==> src/rtl/alu_op_arbiter.sv <==
// Round-robin arbiter sharing one 1-cycle-latency ALU between two requesters.
// Guards divide-by-zero, times out a missing done flag, returns a tagged response.
module alu_op_arbiter #(
    parameter int unsigned DATA_WIDTH = 8,
    parameter int unsigned OUT_WIDTH  = 8,
    parameter int unsigned TIMEOUT    = 4
) (
    input  logic                  CLK,
    input  logic                  RST,
    input  logic                  req0_valid,
    input  logic [DATA_WIDTH-1:0] req0_a,
    input  logic [DATA_WIDTH-1:0] req0_b,
    input  logic [1:0]            req0_fun,
    output logic                  req0_ready,
    input  logic                  req1_valid,
    input  logic [DATA_WIDTH-1:0] req1_a,
    input  logic [DATA_WIDTH-1:0] req1_b,
    input  logic [1:0]            req1_fun,
    output logic                  req1_ready,
    output logic [DATA_WIDTH-1:0] alu_a,
    output logic [DATA_WIDTH-1:0] alu_b,
    output logic [1:0]            alu_fun,
    output logic                  alu_en,
    input  logic [OUT_WIDTH-1:0]  alu_out,
    input  logic                  alu_flag,
    output logic                  rsp_valid,
    output logic                  rsp_id,
    output logic [OUT_WIDTH-1:0]  rsp_data,
    output logic                  rsp_err,
    input  logic                  rsp_ready,
    output logic                  busy
);

    localparam int unsigned       CNT_W    = 4;
    localparam logic [1:0]        FUN_DIV  = 2'b11;
    localparam logic [CNT_W-1:0]  TO_LIMIT = CNT_W'(TIMEOUT);

    typedef enum logic [1:0] {S_IDLE, S_ISSUE, S_WAIT, S_RESP} state_t;

    state_t                state, state_n;
    logic                  prio, prio_n;
    logic [CNT_W-1:0]      cnt, cnt_n, cnt_inc;
    logic                  op_id, op_id_n;
    logic [DATA_WIDTH-1:0] alu_a_n, alu_b_n;
    logic [1:0]            alu_fun_n;
    logic                  alu_en_n;
    logic                  rsp_valid_n, rsp_id_n, rsp_err_n;
    logic [OUT_WIDTH-1:0]  rsp_data_n;
    logic                  busy_n;

    logic                  any_valid, grant;
    logic [DATA_WIDTH-1:0] sel_a, sel_b;
    logic [1:0]            sel_fun;
    logic                  sel_div0, op_div0;

    // Grant: the lone valid requester, or the pointer's choice on contention
    always_comb begin
        any_valid = req0_valid | req1_valid;
        grant     = (req0_valid && req1_valid) ? prio : req1_valid;
        sel_a     = grant ? req1_a   : req0_a;
        sel_b     = grant ? req1_b   : req0_b;
        sel_fun   = grant ? req1_fun : req0_fun;
        sel_div0  = (sel_fun == FUN_DIV) && (sel_b == '0);
        op_div0   = (alu_fun == FUN_DIV) && (alu_b == '0);
        cnt_inc   = cnt + CNT_W'(1);
    end

    assign req0_ready = (state == S_IDLE) && any_valid && !grant;
    assign req1_ready = (state == S_IDLE) && any_valid &&  grant;

    // Next state and next values of every registered output
    always_comb begin
        state_n     = state;
        prio_n      = prio;
        cnt_n       = cnt;
        op_id_n     = op_id;
        alu_a_n     = alu_a;
        alu_b_n     = alu_b;
        alu_fun_n   = alu_fun;
        alu_en_n    = 1'b0;
        rsp_valid_n = rsp_valid;
        rsp_id_n    = rsp_id;
        rsp_data_n  = rsp_data;
        rsp_err_n   = rsp_err;

        case (state)
            S_IDLE: begin
                if (any_valid) begin
                    state_n   = S_ISSUE;
                    op_id_n   = grant;
                    alu_a_n   = sel_a;
                    alu_b_n   = sel_b;
                    alu_fun_n = sel_fun;
                    // alu_en is registered, so it is raised on the accept edge
                    alu_en_n  = !sel_div0;
                end
            end
            S_ISSUE: begin
                cnt_n = '0;
                if (op_div0) begin
                    state_n     = S_RESP;
                    rsp_valid_n = 1'b1;
                    rsp_id_n    = op_id;
                    rsp_data_n  = '1;
                    rsp_err_n   = 1'b1;
                end else begin
                    state_n = S_WAIT;
                end
            end
            S_WAIT: begin
                if (alu_flag) begin
                    state_n     = S_RESP;
                    rsp_valid_n = 1'b1;
                    rsp_id_n    = op_id;
                    rsp_data_n  = alu_out;
                    rsp_err_n   = 1'b0;
                end else begin
                    cnt_n = cnt_inc;
                    if (cnt_inc == TO_LIMIT) begin
                        state_n     = S_RESP;
                        rsp_valid_n = 1'b1;
                        rsp_id_n    = op_id;
                        rsp_data_n  = '0;
                        rsp_err_n   = 1'b1;
                    end
                end
            end
            S_RESP: begin
                if (rsp_ready) begin
                    state_n     = S_IDLE;
                    prio_n      = ~op_id;
                    rsp_valid_n = 1'b0;
                    rsp_id_n    = 1'b0;
                    rsp_data_n  = '0;
                    rsp_err_n   = 1'b0;
                    alu_a_n     = '0;
                    alu_b_n     = '0;
                    alu_fun_n   = '0;
                end
            end
            default: state_n = S_IDLE;
        endcase

        busy_n = (state_n != S_IDLE);
    end

    always_ff @(posedge CLK or negedge RST) begin
        if (!RST) begin
            state     <= S_IDLE;
            prio      <= 1'b0;
            cnt       <= '0;
            op_id     <= 1'b0;
            alu_a     <= '0;
            alu_b     <= '0;
            alu_fun   <= '0;
            alu_en    <= 1'b0;
            rsp_valid <= 1'b0;
            rsp_id    <= 1'b0;
            rsp_data  <= '0;
            rsp_err   <= 1'b0;
            busy      <= 1'b0;
        end else begin
            state     <= state_n;
            prio      <= prio_n;
            cnt       <= cnt_n;
            op_id     <= op_id_n;
            alu_a     <= alu_a_n;
            alu_b     <= alu_b_n;
            alu_fun   <= alu_fun_n;
            alu_en    <= alu_en_n;
            rsp_valid <= rsp_valid_n;
            rsp_id    <= rsp_id_n;
            rsp_data  <= rsp_data_n;
            rsp_err   <= rsp_err_n;
            busy      <= busy_n;
        end
    end

endmodule

==> config.mk <==
export PLATFORM = sky130hd
export DESIGN_NAME = alu_op_arbiter
export DESIGN_NICKNAME = d
export VERILOG_FILES = /design/src/rtl/alu_op_arbiter.sv
export SDC_FILE = /design/constraint.sdc
export NUM_CORES = 1
export LEC_CHECK = 0
export CORE_MARGIN = 2
export CORE_UTILIZATION = 30
export DETAILED_ROUTE_END_ITERATION = 12
export PLACE_DENSITY_LB_ADDON = 0.15
export SYNTH_ARGS = -nofsm -noshare
export SYNTH_HDL_FRONTEND = slang
export SYNTH_SLANG_ARGS = --single-unit
==> constraint.sdc <==
create_clock -name CLK -period 2.15 [get_ports CLK]
set_input_delay 0.215 -clock CLK [delete_from_list [all_inputs] [get_ports CLK]]
set_output_delay 0.215 -clock CLK [all_outputs]
set_load 0.05 [all_outputs]
# Word level (Yosys, flattened, before mapping)
# Index checks and enable logic that the tools add are counted.
# W data, S select, Z words.
[classes] add_sub_neg=1 n_eq_ne=11 n_mux=37 bitwise=2 reduce_logical=20
[op_table] op="$mux W8" count=8
[op_table] op="$pmux W8 S2" count=2
[op_table] op="$pmux W8 S3" count=1
[op_table] op="$logic_not A8 Y1" count=2
[op_table] op="$mux W2" count=7
[op_table] op="$mux W1" count=12
[op_table] op="$pmux W1 S3" count=3
[op_table] op="$eq A2 B2 Y1 const B" count=4
[op_table] op="$ne A2 B2 Y1 const B" count=4
[op_table] op="$pmux W2 S4" count=1
[op_table] op="$pmux W4 S2" count=1
[op_table] op="$logic_and A1 B1 Y1" count=6
[op_table] op="$reduce_and A2 Y1" count=3
[op_table] op="$reduce_bool A2 Y1" count=3
[op_table] op="$add A4 B1 Y4 const B" count=1
[op_table] op="$eq A4 B3 Y1 const B" count=1
[op_table] op="$mux W4" count=1
[op_table] op="$pmux W2 S2" count=1
[op_table] op="$reduce_and A4 Y1" count=1
[op_table] op="$ne A3 B3 Y1 const B" count=1
[op_table] op="$reduce_and A3 Y1" count=1
[op_table] op="$reduce_bool A3 Y1" count=1
[op_table] op="$eq A2 B1 Y1 const B" count=1
[op_table] op="$logic_not A1 Y1" count=2
[op_table] op="3 further kinds" count=3
[word_totals] reg_bits=39 input_bits=50 word_cells=84

# Longest topological paths before layout
[depth] depth_word=8 mapped_depth=7 ltp_nobuf=5

# Worst setup path after synthesis
# Ideal clock, no wire load.
[synth_path] path_type="register -> output" startpoint="register state[1]" endpoint="output port req1_ready" arrival_time_ns=1.845 required_time_ns=1.935 setup_slack_ns=0.090 stages_incl_launch_ff=4 n_path_buf=2 cell_sequence="dfrtp_1 -> buf_6 -> clkbuf_1 -> nor3_1"
[synth_via] elab_chain_len=3
[synth_rtl] item="from (decl)" line_no="40" text="state_t state, state_n;"
[synth_rtl] item="from (signal assigned)" line_no="163" text="state <= state_n;"
[synth_rtl] item="$logic_not A2 Y1" line_no="69" text="assign req1_ready = (state == S_IDLE) && any_valid && grant;"
[synth_rtl] item="$logic_and A1 B1 Y1 (2 in series)" line_no="69"
[synth_rtl] item="to (decl)" line_no="19" text="output logic req1_ready,"
# Every way passes these cells.

# Worst setup path in the final report
[layout_path] startpoint="register cnt[0]" endpoint="register rsp_id"
[layout_via] elab_chain_len=4
[layout_rtl] item="from (decl)" line_no="42" text="logic [CNT_W-1:0] cnt, cnt_n, cnt_inc;"
[layout_rtl] item="from (signal assigned)" line_no="165" text="cnt <= cnt_n;"
[layout_rtl] item="$add A4 B1 Y4" line_no="65" text="cnt_inc = cnt + CNT_W'(1);"
[layout_rtl] item="$eq A4 B3 Y1" line_no="119" text="if (cnt_inc == TO_LIMIT) begin"
[layout_rtl] item="$ne A3 B3 Y1 (no source line)"
[layout_rtl] item="$reduce_and A4 Y1 (no source line)"
[layout_rtl] item="to (signal assigned)" line_no="172" text="rsp_id <= rsp_id_n;"
[layout_rtl] item="to (decl)" line_no="27" text="output logic rsp_id,"
# Every way passes these cells.
# A chain may end at the register's enable or synchronous reset.

==> flow_metrics.py <==
metrics = {
    "logic_synthesis": {
        "netlist_area_um2": 2160,
        "synth_commonest_cells": "39 x dfrtp_1, 19 x mux2i_1, 18 x o2bb2ai_1",
        "synth_edf_count": 0,
        "synth_top_area_cell": "dfrtp_1",
        "synthArstFlopShare_pct": 100,
        "synthTopCellsByArea": "dfrtp_1 45%, mux2i_1 8.8%, o2bb2ai_1 7.3%",
        "yosys_most_used_dff": "dfrtp_1",
        "netlist_instances": 197,
        "synth.yosys.seq_area_share_pct": 45.1,
        "yosysTopAreaCellShare_pct": 45.1,
        "synth_seq_cells": 39,
        "yosys_warnings": 0,
        "yosysUniqueCellTypes": 44,
        "syn_nets": 249,
        "syn_area_per_cell_um2": 11.0,
        "synth_most_common_cell": "dfrtp_1",
    },
    "sta": {
        "setup_viol": 0,
        "clock.fmax_mhz": 510,
        "post-route-period-util_pct": 91.1,
        "rsz0062_at_grt": "false",
        "finalCriticalPeriod_ps": 1960,
        "relSlewSlack_pct": 61.4,
        "fin_worst_skew_ps": 5.23,
        "hold_violations": 0,
        "drv_slew": 0,
        "worst_slack_ps": 191,
        "worstMarginPinSlew_ps": 578,
    },
    "die": {
        "dieArea_um2": 7910,
        "coreArea_um2": 6870,
        "die_w_um": 88.9,
        "fp.dieH_um": 88.9,
        "rows": 30,
        "initial_core_util_pct": 31.5,
        "io_pins": 83,
    },
    "route": {
        "routed_wl_um": 5790,
        "drc_errors": 0,
        "drt_iter0_drc": 63,
        "drtPass1Iterations": 4,
        "routed-via-count": 1881,
        "viasPerCell": 4.94,
        "avgRoutedWirePerCell_um": 15.2,
        "postRouteAntennaNets": 0,
    },
    "layout": {
        "drive_above_1_share_pct": 15.4,
        "design_area_um2": 3210,
        "nets": 336,
        "antenna_cells": 0,
        "area_growth_pct": 48.5,
        "nFillCells": 690,
    },
    "worst_setup_path": {
        "path_max_fanout": 11,
        "crit_slowest_cell": "dfrtp_1",
        "path_cells": "ha_1 > nand2b_1 > o21ai_2 > o21a_2 > o22ai_2",
        "arrival_ps": 2130,
        "cp.required_ps": 2320,
        "cp_slowest_stage_delay_ps": 490,
        "start_kind": "flip-flop",
        "cp-end-kind": "flip-flop",
        "reg2reg_slack_ps": 190,
        "path_class": "flip-flop to flip-flop",
    },
    "placement": {
        "hpwl_um": 4370,
        "pre_cts_ws_ps": -50.1,
        "routabilityCongestion": 0.778,
        "io_buffers": 82,
        "place_area_um2": 3120,
    },
    "cts": {
        "cts_buffers": 5,
        "clock_sinks": 39,
        "clk_pin_slew_worst_paths_ps": 80,
        "cts_tree": "built",
        "clock_latency_ps": 280,
        "cts_buffer_depth": 2,
        "htree_levels": 2,
        "cts_root_buf": "clkbuf_8",
        "postCtsSetupBuffers": 0,
    },
    "power_and_ir_drop": {
        "peakVddDrop_mv": 0.493,
        "p_per_area_nw_per_um2": 1380,
        "power_leakage_uw": 0.00131,
    },
    "worst_hold_path": {
        "hp-class": "input port to asynchronous set/reset pin",
    },
    "grt": {
        "grt_pass1_vias": 1876,
        "grt_overflow": 0,
        "antenna_found_initial": 0,
        "grt_first_pass_wirelength_um": 9440,
        "grt_usage_pct": 15.7,
        "grt_max_degree": 22,
    },
    "flow_run": {
        "max_cap_viol_count": 0,
    },
    "status": {
        "outcome": "completed",
    },
}
## layout by cell type (no fill, tap or decap), types with 2 or more instances in the layout
master           count
nor4b_1              2
buf_4               12
nand2b_1            12
o21ai_2              3
o32ai_1              9
clkdlybuf4s50_1     79
nor2_1               5
nor2b_1              3
a22oi_1              2
a211oi_1             2
a21oi_2              8
o21ai_1              4
nand3_1              4
a21oi_1              9
nand2_1              7
ha_1                 2
a31oi_1              2
dfrtp_1             39
nand4b_1             2
clkbuf_1             2
nor3_1               4
mux2i_1             19
o2bb2ai_1           18
clkbuf_8             5
inv_1                3
nor4_1               3
nor2_2               2
buf_12               2
o21ai_0              3
## cells by family (layout without fill, tap and decap cells)
group,Yosys count,in the layout,share of synthesized area [%]
flip-flops,39,39,45.1
multiplexers,19,19,8.79
AO/OA/AOI/OAI,68,68,24.3
adder cells (fa/ha/maj),2,2,1.16
AND/OR/NAND/NOR,50,50,15.5
buffers and inverters,19,107,5.09
## worst max-delay path: cells and delay by family, from the launching register on
kind                     cells  cell delay [ps]
AND/OR/NAND/NOR              1              100
flip-flops                   1              490
adder cells (fa/ha/maj)      1              260
AO/OA/AOI/OAI                3              990
## per-stage QoR
| stage | hold slack, ps | instances | TNS (ps) | util, % | total power (µW) |
|---|---|---|---|---|---|
| after floorplan | -80.6 | 197 | 0 | - | 3130 |
| after global placement | 188 | 372 | 0 | 45.4 | 3970 |
| after detailed placement | 186 | 372 | -292 | 45.4 | 4000 |
| after CTS | 414 | 381 | 0 | 46.8 | 4490 |
| after global routing | 435 | 381 | 0 | 46.8 | 4730 |
| final | 399 | 381 | 0 | 46.8 | 4430 |
## repair_timing
item,4_1_cts,5_1_grt
setup endpoints to repair,9,0
gates resized for setup,1,0
hold endpoints to repair,17,0
hold buffers,1,0
## where the power goes
part           switching (µW)  internal (µW)  total (µW)
Clock                     245            228         473
Combinational            1640           1030        2670
Sequential                260           1030        1290
## metal layers
layer	track usage, %	vias up	wire [µm]
met5	0	-	0
met4	4.55	0	41
met3	3.23	2	250
met2	25.7	45	2900
met1	21.0	914	2600
li1	-	920	-
## registers in the layout (all words and copies together), names as in the netlist
signal and count:
alu_a 8, alu_b 8, rsp_data 8, cnt 4, alu_fun 2, state 2
alu_en 1, busy 1, op_id 1, prio 1, rsp_err 1, rsp_id 1
rsp_valid 1
## worst paths after layout
check / start / to / cells after the start
worst max-delay path: cnt[0]$_DFFE_PN0P_ / rsp_id$_DFFE_PN0P_ / 5
max in group asynchronous: RST / rsp_data[1]$_DFFE_PN0P_ / 3
worst max register to register: cnt[0]$_DFFE_PN0P_ / rsp_id$_DFFE_PN0P_ / 5
min in group CLK: alu_a[0]$_DFFE_PN0P_ / alu_a[0]$_DFFE_PN0P_ / 1
worst min register to register: alu_a[0]$_DFFE_PN0P_ / alu_a[0]$_DFFE_PN0P_ / 1
worst min-delay path: RST / alu_a[6]$_DFFE_PN0P_ / 2
## final cells by class
cell class | instances | area [µm²] | share of cell area (%)
clock inverters | 1 | 5.00 | 0.156
multi-input cells | 139 | 1080 | 33.8
flip-flops and latches | 39 | 976 | 30.4
repair buffers | 95 | 936 | 29.1
inverters | 4 | 15.0 | 0.467
well taps | 96 | 120 | 3.74
clock buffers | 7 | 76.3 | 2.38
Power figures use the tool's default switching activity.
